### config.mk
export PLATFORM = sky130hd
export DESIGN_NAME = div_operand_stage_flat
export DESIGN_NICKNAME = d
export VERILOG_FILES = /design/src/rtl/div_operand_stage_if.sv /design/src/rtl/div_operand_stage.sv /design/src/flat_wrapper.sv
export SDC_FILE = /design/constraint.sdc
export NUM_CORES = 1
export LEC_CHECK = 0
export BUFFER_PORTS_ARGS = -buffer_cell sky130_fd_sc_hd__buf_2
export CORE_MARGIN = 1.5
export CORE_UTILIZATION = 42
export DETAILED_ROUTE_END_ITERATION = 10
export PLACE_DENSITY = 0.69
export SETUP_SLACK_MARGIN = 0.15
export SLEW_MARGIN = 15
export SYNTH_ARGS = -nofsm -noshare
export SYNTH_HDL_FRONTEND = slang
export SYNTH_SLANG_ARGS = --single-unit
### constraint.sdc
create_clock -name clk -period 2.6 [get_ports clk]
set_input_delay 0.13 -clock clk [delete_from_list [all_inputs] [get_ports clk]]
set_output_delay 0.13 -clock clk [all_outputs]
set_load 0.05 [all_outputs]
### src/rtl/div_operand_stage_if.sv
// div_operand_stage_if
//   Groups the request, result and divider-side buses of div_operand_stage.
//   Signals:
//     in_valid/in_ready/in_a/in_b/in_signed  : request handshake and operands
//     out_valid/out_ready/out_quo/out_rem/out_div0 : result handshake and data
//     div_a/div_b                            : magnitudes to the external divider
//     div_quo/div_r                          : unsigned results from the divider
//   Modports:
//     slave  : the operand stage itself
//     master : requester, consumer and divider (the environment)
interface div_operand_stage_if;
  logic        in_valid;
  logic        in_ready;
  logic [63:0] in_a;
  logic [63:0] in_b;
  logic        in_signed;
  logic [63:0] div_a;
  logic [63:0] div_b;
  logic [63:0] div_quo;
  logic [63:0] div_r;
  logic        out_valid;
  logic        out_ready;
  logic [63:0] out_quo;
  logic [63:0] out_rem;
  logic        out_div0;

  modport slave (
    input  in_valid, in_a, in_b, in_signed, div_quo, div_r, out_ready,
    output in_ready, div_a, div_b, out_valid, out_quo, out_rem, out_div0
  );

  modport master (
    output in_valid, in_a, in_b, in_signed, div_quo, div_r, out_ready,
    input  in_ready, div_a, div_b, out_valid, out_quo, out_rem, out_div0
  );
endinterface

### src/rtl/div_operand_stage.sv
// div_operand_stage
//   Two-stage wrapper around a combinational unsigned divider.
//   S1 registers operand magnitudes (driving div_a/div_b) plus sign and
//   divide-by-zero flags; S2 registers the sign-corrected quotient/remainder.
//   Ports:
//     clk    : clock, rising edge
//     rst_n  : asynchronous active-low reset
//     bus    : div_operand_stage_if.slave (request, divider and result buses)
module div_operand_stage (
  input logic                 clk,
  input logic                 rst_n,
  div_operand_stage_if.slave  bus
);

  // S1 state
  logic        s1_valid_q, s1_valid_d;
  logic [63:0] s1_a_q,     s1_a_d;
  logic [63:0] s1_b_q,     s1_b_d;
  logic [63:0] s1_raw_q,   s1_raw_d;
  logic        s1_negq_q,  s1_negq_d;
  logic        s1_negr_q,  s1_negr_d;
  logic        s1_div0_q,  s1_div0_d;

  // S2 state
  logic        s2_valid_q, s2_valid_d;
  logic [63:0] s2_quo_q,   s2_quo_d;
  logic [63:0] s2_rem_q,   s2_rem_d;
  logic        s2_div0_q,  s2_div0_d;

  logic s2_free;
  logic s1_adv;
  logic accept;

  // S2 can take a new result when empty or when its current one leaves now.
  assign s2_free      = !s2_valid_q || bus.out_ready;
  assign s1_adv       = s1_valid_q && s2_free;
  assign bus.in_ready = !s1_valid_q || s1_adv;
  assign accept       = bus.in_valid && bus.in_ready;

  assign bus.div_a     = s1_a_q;
  // A zero divisor is replaced by 1 so the divider never sees it.
  assign bus.div_b     = s1_div0_q ? 64'd1 : s1_b_q;
  assign bus.out_valid = s2_valid_q;
  assign bus.out_quo   = s2_quo_q;
  assign bus.out_rem   = s2_rem_q;
  assign bus.out_div0  = s2_div0_q;

  always_comb begin
    s1_valid_d = s1_valid_q;
    s1_a_d     = s1_a_q;
    s1_b_d     = s1_b_q;
    s1_raw_d   = s1_raw_q;
    s1_negq_d  = s1_negq_q;
    s1_negr_d  = s1_negr_q;
    s1_div0_d  = s1_div0_q;
    if (accept) begin
      s1_valid_d = 1'b1;
      s1_a_d     = (bus.in_signed && bus.in_a[63]) ? (64'd0 - bus.in_a) : bus.in_a;
      s1_b_d     = (bus.in_signed && bus.in_b[63]) ? (64'd0 - bus.in_b) : bus.in_b;
      s1_raw_d   = bus.in_a;
      s1_negq_d  = bus.in_signed & (bus.in_a[63] ^ bus.in_b[63]);
      s1_negr_d  = bus.in_signed & bus.in_a[63];
      s1_div0_d  = (bus.in_b == 64'd0);
    end else if (s1_adv) begin
      s1_valid_d = 1'b0;
    end
  end

  always_comb begin
    s2_valid_d = s2_valid_q;
    s2_quo_d   = s2_quo_q;
    s2_rem_d   = s2_rem_q;
    s2_div0_d  = s2_div0_q;
    if (s1_adv) begin
      s2_valid_d = 1'b1;
      s2_div0_d  = s1_div0_q;
      if (s1_div0_q) begin
        s2_quo_d = '1;
        s2_rem_d = s1_raw_q;
      end else begin
        s2_quo_d = s1_negq_q ? (64'd0 - bus.div_quo) : bus.div_quo;
        s2_rem_d = s1_negr_q ? (64'd0 - bus.div_r)   : bus.div_r;
      end
    end else if (bus.out_ready) begin
      s2_valid_d = 1'b0;
    end
  end

  always_ff @(posedge clk or negedge rst_n) begin
    if (!rst_n) begin
      s1_valid_q <= 1'b0;
      s1_a_q     <= '0;
      s1_b_q     <= '0;
      s1_raw_q   <= '0;
      s1_negq_q  <= 1'b0;
      s1_negr_q  <= 1'b0;
      s1_div0_q  <= 1'b0;
      s2_valid_q <= 1'b0;
      s2_quo_q   <= '0;
      s2_rem_q   <= '0;
      s2_div0_q  <= 1'b0;
    end else begin
      s1_valid_q <= s1_valid_d;
      s1_a_q     <= s1_a_d;
      s1_b_q     <= s1_b_d;
      s1_raw_q   <= s1_raw_d;
      s1_negq_q  <= s1_negq_d;
      s1_negr_q  <= s1_negr_d;
      s1_div0_q  <= s1_div0_d;
      s2_valid_q <= s2_valid_d;
      s2_quo_q   <= s2_quo_d;
      s2_rem_q   <= s2_rem_d;
      s2_div0_q  <= s2_div0_d;
    end
  end

endmodule

### src/flat_wrapper.sv
// flat-port wrapper written by rule: the top's interface ports become plain ports
module div_operand_stage_flat 
  (clk, rst_n, bus_in_valid, bus_in_a, bus_in_b, bus_in_signed, bus_div_quo, bus_div_r, bus_out_ready, bus_in_ready, bus_div_a, bus_div_b, bus_out_valid, bus_out_quo, bus_out_rem, bus_out_div0);
  div_operand_stage_if bus_i ();
  input logic clk;
  input logic rst_n;
  input wire logic [$bits(bus_i.in_valid)-1:0] bus_in_valid;
  input wire logic [$bits(bus_i.in_a)-1:0] bus_in_a;
  input wire logic [$bits(bus_i.in_b)-1:0] bus_in_b;
  input wire logic [$bits(bus_i.in_signed)-1:0] bus_in_signed;
  input wire logic [$bits(bus_i.div_quo)-1:0] bus_div_quo;
  input wire logic [$bits(bus_i.div_r)-1:0] bus_div_r;
  input wire logic [$bits(bus_i.out_ready)-1:0] bus_out_ready;
  output wire logic [$bits(bus_i.in_ready)-1:0] bus_in_ready;
  output wire logic [$bits(bus_i.div_a)-1:0] bus_div_a;
  output wire logic [$bits(bus_i.div_b)-1:0] bus_div_b;
  output wire logic [$bits(bus_i.out_valid)-1:0] bus_out_valid;
  output wire logic [$bits(bus_i.out_quo)-1:0] bus_out_quo;
  output wire logic [$bits(bus_i.out_rem)-1:0] bus_out_rem;
  output wire logic [$bits(bus_i.out_div0)-1:0] bus_out_div0;
  assign bus_i.in_valid = bus_in_valid;
  assign bus_i.in_a = bus_in_a;
  assign bus_i.in_b = bus_in_b;
  assign bus_i.in_signed = bus_in_signed;
  assign bus_i.div_quo = bus_div_quo;
  assign bus_i.div_r = bus_div_r;
  assign bus_i.out_ready = bus_out_ready;
  assign bus_in_ready = bus_i.in_ready;
  assign bus_div_a = bus_i.div_a;
  assign bus_div_b = bus_i.div_b;
  assign bus_out_valid = bus_i.out_valid;
  assign bus_out_quo = bus_i.out_quo;
  assign bus_out_rem = bus_i.out_rem;
  assign bus_out_div0 = bus_i.out_div0;
  div_operand_stage u_core (.clk(clk), .rst_n(rst_n), .bus(bus_i));
endmodule
==> flow_metrics.py <==
metrics = {
    "status": {
        "status": "complete, no violations",
    },
    "global_routing": {
        "grt_max_degree": 99,
        "antenna_found_initial": 7,
        "grt_pass1_wl_um": 112000,
        "grt_pass1_vias": 19600,
        "grt_util_all_layers_pct": 32.0,
        "grt_overflow": 0,
    },
    "critical_path": {
        "critPathKind": "in -> reg",
        "crit_chain": "dlygate4sd3_1, buf_2, or4_1, or2_2, or2_2, o31ai_1, xor2_1, a21oi_1",
        "r2r-start": "u_core.s1_negq_q",
        "crit_top_cell": "or2_2",
        "start_kind": "primary input",
        "reg2regPathDepth": 5,
        "slowest_stage": "or4_1",
        "cp.arrival_ps": 2900,
        "crit_start": "bus_div_quo[38]",
        "required_ps": 3050,
        "rrSetupSlack_ps": 370,
        "slowest_delay_ps": 580,
        "endpoint_kind": "register",
        "cp_max_fo": 8,
    },
    "placed_design": {
        "dp.final_hpwl_um": 50800,
        "placed_cells": 3180,
        "place_congestion": 0.955,
        "place.port_buffers": 519,
    },
    "cells_and_area": {
        "fin_cells": 3534,
        "fillers": 3621,
        "layout-drive-gt1-share_pct": 25.5,
        "area_growth_pct": 43.6,
        "nNetsFinal": 3176,
    },
    "sta": {
        "post-route-period-util_pct": 94.5,
        "rsz0062_at_grt": "true",
        "drv_slew": 0,
        "worst_slew_pin_slew_ps": 830,
        "slew_headroom_pct": 44.6,
        "hold_viol": 0,
        "fmax_mhz": 407,
        "skew_ps": 28.3,
        "setup_violations": 0,
        "fin_crit_ps": 2460,
        "tns_ps": 0,
    },
    "min_path": {
        "hold_class": "in -> reg",
        "holdPathStages": 4,
        "hp-start": "bus_in_b[6]",
    },
    "synth": {
        "ys_async_sr_fraction_pct": 100,
        "yosys-top-cells-count": "nand2_1, dfrtp_1, o21ai_0",
        "synth_edf_count": 0,
        "avgSynthCellArea_um2": 8.58,
        "syn_area_um2": 18400,
        "yosys_warnings": 0,
        "syn_nets": 2405,
        "yosys-top-cells-area": "dfrtp_1, nand2_1, xor2_1",
        "synth_top_area_share_pct": 44.3,
        "ys_types": 59,
        "ys_seq_elements": 325,
        "synth.most_common_cell": "nand2_1",
        "syn_inst": 2140,
        "yosysSeqAreaShare_pct": 44.3,
        "synth_top_area_cell": "dfrtp_1",
        "ys.flop_type": "dfrtp_1",
    },
    "routing": {
        "drt-pass1-iter-count": 5,
        "routed_wl_um": 73700,
        "dr.first_iter.drc_count": 1826,
        "vias": 19700,
        "wl_per_cell_um": 20.8,
        "drc": 0,
        "avgViaCountPerCell": 5.58,
        "postRouteAntennaNets": 0,
    },
    "power": {
        "max-vdd-ir-drop_v": 0.000441,
        "power_frac_comb_pct": 35.2,
        "clockPowerShare_pct": 31.2,
        "swShare_pct": 40.5,
        "power_density_nw_per_um2": 742,
        "cellLeakagePower_nw": 11.8,
        "p_sw_mw": 7.92,
        "intPower_mw": 11.6,
        "sequentialPowerShare_pct": 33.7,
    },
    "die": {
        "die_x_um": 212,
        "dieArea_um2": 45000,
        "num_io_pins": 520,
        "coreArea_um2": 43100,
        "die_h_um": 212,
        "start_util_pct": 42.6,
        "rows": 76,
    },
    "cts": {
        "cts_tree": "built",
        "clockBufferDepth": 3,
        "clk_latency_ps": 560,
        "clk_pin_slew_ps": 60,
        "clockRootBuffer": "clkbuf_16",
        "cts.sinks": 325,
        "numCtsBuffers": 40,
        "h-tree-depth": 2,
    },
    "flow_run": {
        "maxCapViolations": 0,
    },
}
## flip-flops by register name, summed over array words and instances (netlist names)
| name | count |
|---|---|
| u_core.bus.out_quo | 64 |
| u_core.bus.out_rem | 64 |
| u_core.s1_b_q | 64 |
| u_core.s1_raw_q | 64 |
| u_core.bus.div_a | 63 |
| u_core.bus.out_div0 | 1 |
| u_core.bus.out_valid | 1 |
| u_core.s1_div0_q | 1 |
| u_core.s1_negq_q | 1 |
| u_core.s1_negr_q | 1 |
| u_core.s1_valid_q | 1 |
## worst max-delay path, delay by kind of cell
| family | cells | cell delay (ps) |
|---|---|---|
| simple gates | 3 | 1360 |
| xor+xnor | 1 | 210 |
| compound gates | 2 | 530 |
| buf+inv | 2 | 680 |
## per-layer routing
metal	share of wire [%]	track usage [%]	up-vias
li1	-	-	9025
met5	0.041	0	-
met4	4.7	15.2	4
met3	9.3	9.17	239
met2	45	49.8	1001
met1	41	41.0	9454
## power groups by stage
stage / combinational, mW / clock, mW / sequential, mW
after floorplan: 2.35 / 0 / 8.57
after global placement: 6.36 / 0 / 6.59
after detailed placement: 6.41 / 0 / 6.62
after CTS: 6.79 / 6.18 / 6.55
after global routing: 7.30 / 6.40 / 6.67
final: 6.88 / 6.09 / 6.58
## cell families after synthesis
logic type | synth area share, %
DFF | 44.3
adders and majority gates | 0.273
buffers and inverters | 3.51
and+or+nand+nor | 22.3
AOI/OAI and AO/OA | 17.7
xor gates and xnor gates | 11.2
muxes | 0.709
## path summary, 6_finish.rpt
check / end
setup / recovery: u_core.bus.out_quo[63]
hold / removal: u_core.s1_b_q[7]
setup reg to reg: u_core.bus.out_quo[26]
hold reg to reg: u_core.s1_b_q[34]
min in group asynchronous: u_core.bus.out_rem[57]
max in group asynchronous: u_core.s1_negq_q
## cell usage in the layout (no fill, tap or decap), types with 11 or more instances in the layout
master,Yosys,final
a21oi_1,135,135
a31oi_1,35,35
and3_1,23,23
buf_12,0,13
buf_2,5,517
buf_4,3,76
clkbuf_16,0,42
clkbuf_8,0,12
dfrtp_1,325,321
dlygate4sd3_1,0,264
inv_1,20,20
mux2i_1,13,13
nand2_1,367,363
nand3_1,29,28
nand4_1,15,15
nor2_1,151,148
nor2b_1,65,64
nor3_1,50,47
nor4_1,18,15
o21ai_0,229,229
o22ai_1,23,23
o31ai_1,57,49
o41ai_1,38,32
o41ai_2,6,11
or2_2,13,13
or3_1,36,35
or4_1,42,39
xnor2_1,83,83
xor2_1,152,152
## repair_timing
item | in CTS | in global routing
resized for setup | 0 | 50
endpoints found under the hold margin | 376 | 0
setup endpoints to repair | 0 | 60
buffers inserted | 0 | 10
hold buffers | 268 | 0
## layout make-up
class,count,area [um^2],share of cell area (%)
repair buffers,873,6100,23.1
flip-flops and latches,325,8140,30.9
diodes,6,15.0,0.0570
clock buffers,61,1240,4.71
multi-input cells,1650,9850,37.4
well taps,585,732,2.78
clock inverters,13,201,0.764
inverters,21,78.8,0.299
## per-stage QoR
| stage | hold WS [ps] | area, um^2 | worst slack (ps) | power [mW] | util, % |
|---|---|---|---|---|---|
| floorplan | -166 | 18400 | 211 | 10.9 | - |
| global placement | 201 | 21900 | 48.3 | 12.9 | 50.8 |
| detailed placement | 206 | 21900 | -10.6 | 13.0 | 50.8 |
| CTS | 0.480 | 26000 | 151 | 19.5 | 60.4 |
| global route | 39.1 | 26400 | 69.9 | 20.4 | 61.2 |
| finish | 39.3 | 26400 | 142 | 19.6 | 61.2 |
Note: power is estimated with default switching activity, not from simulation.
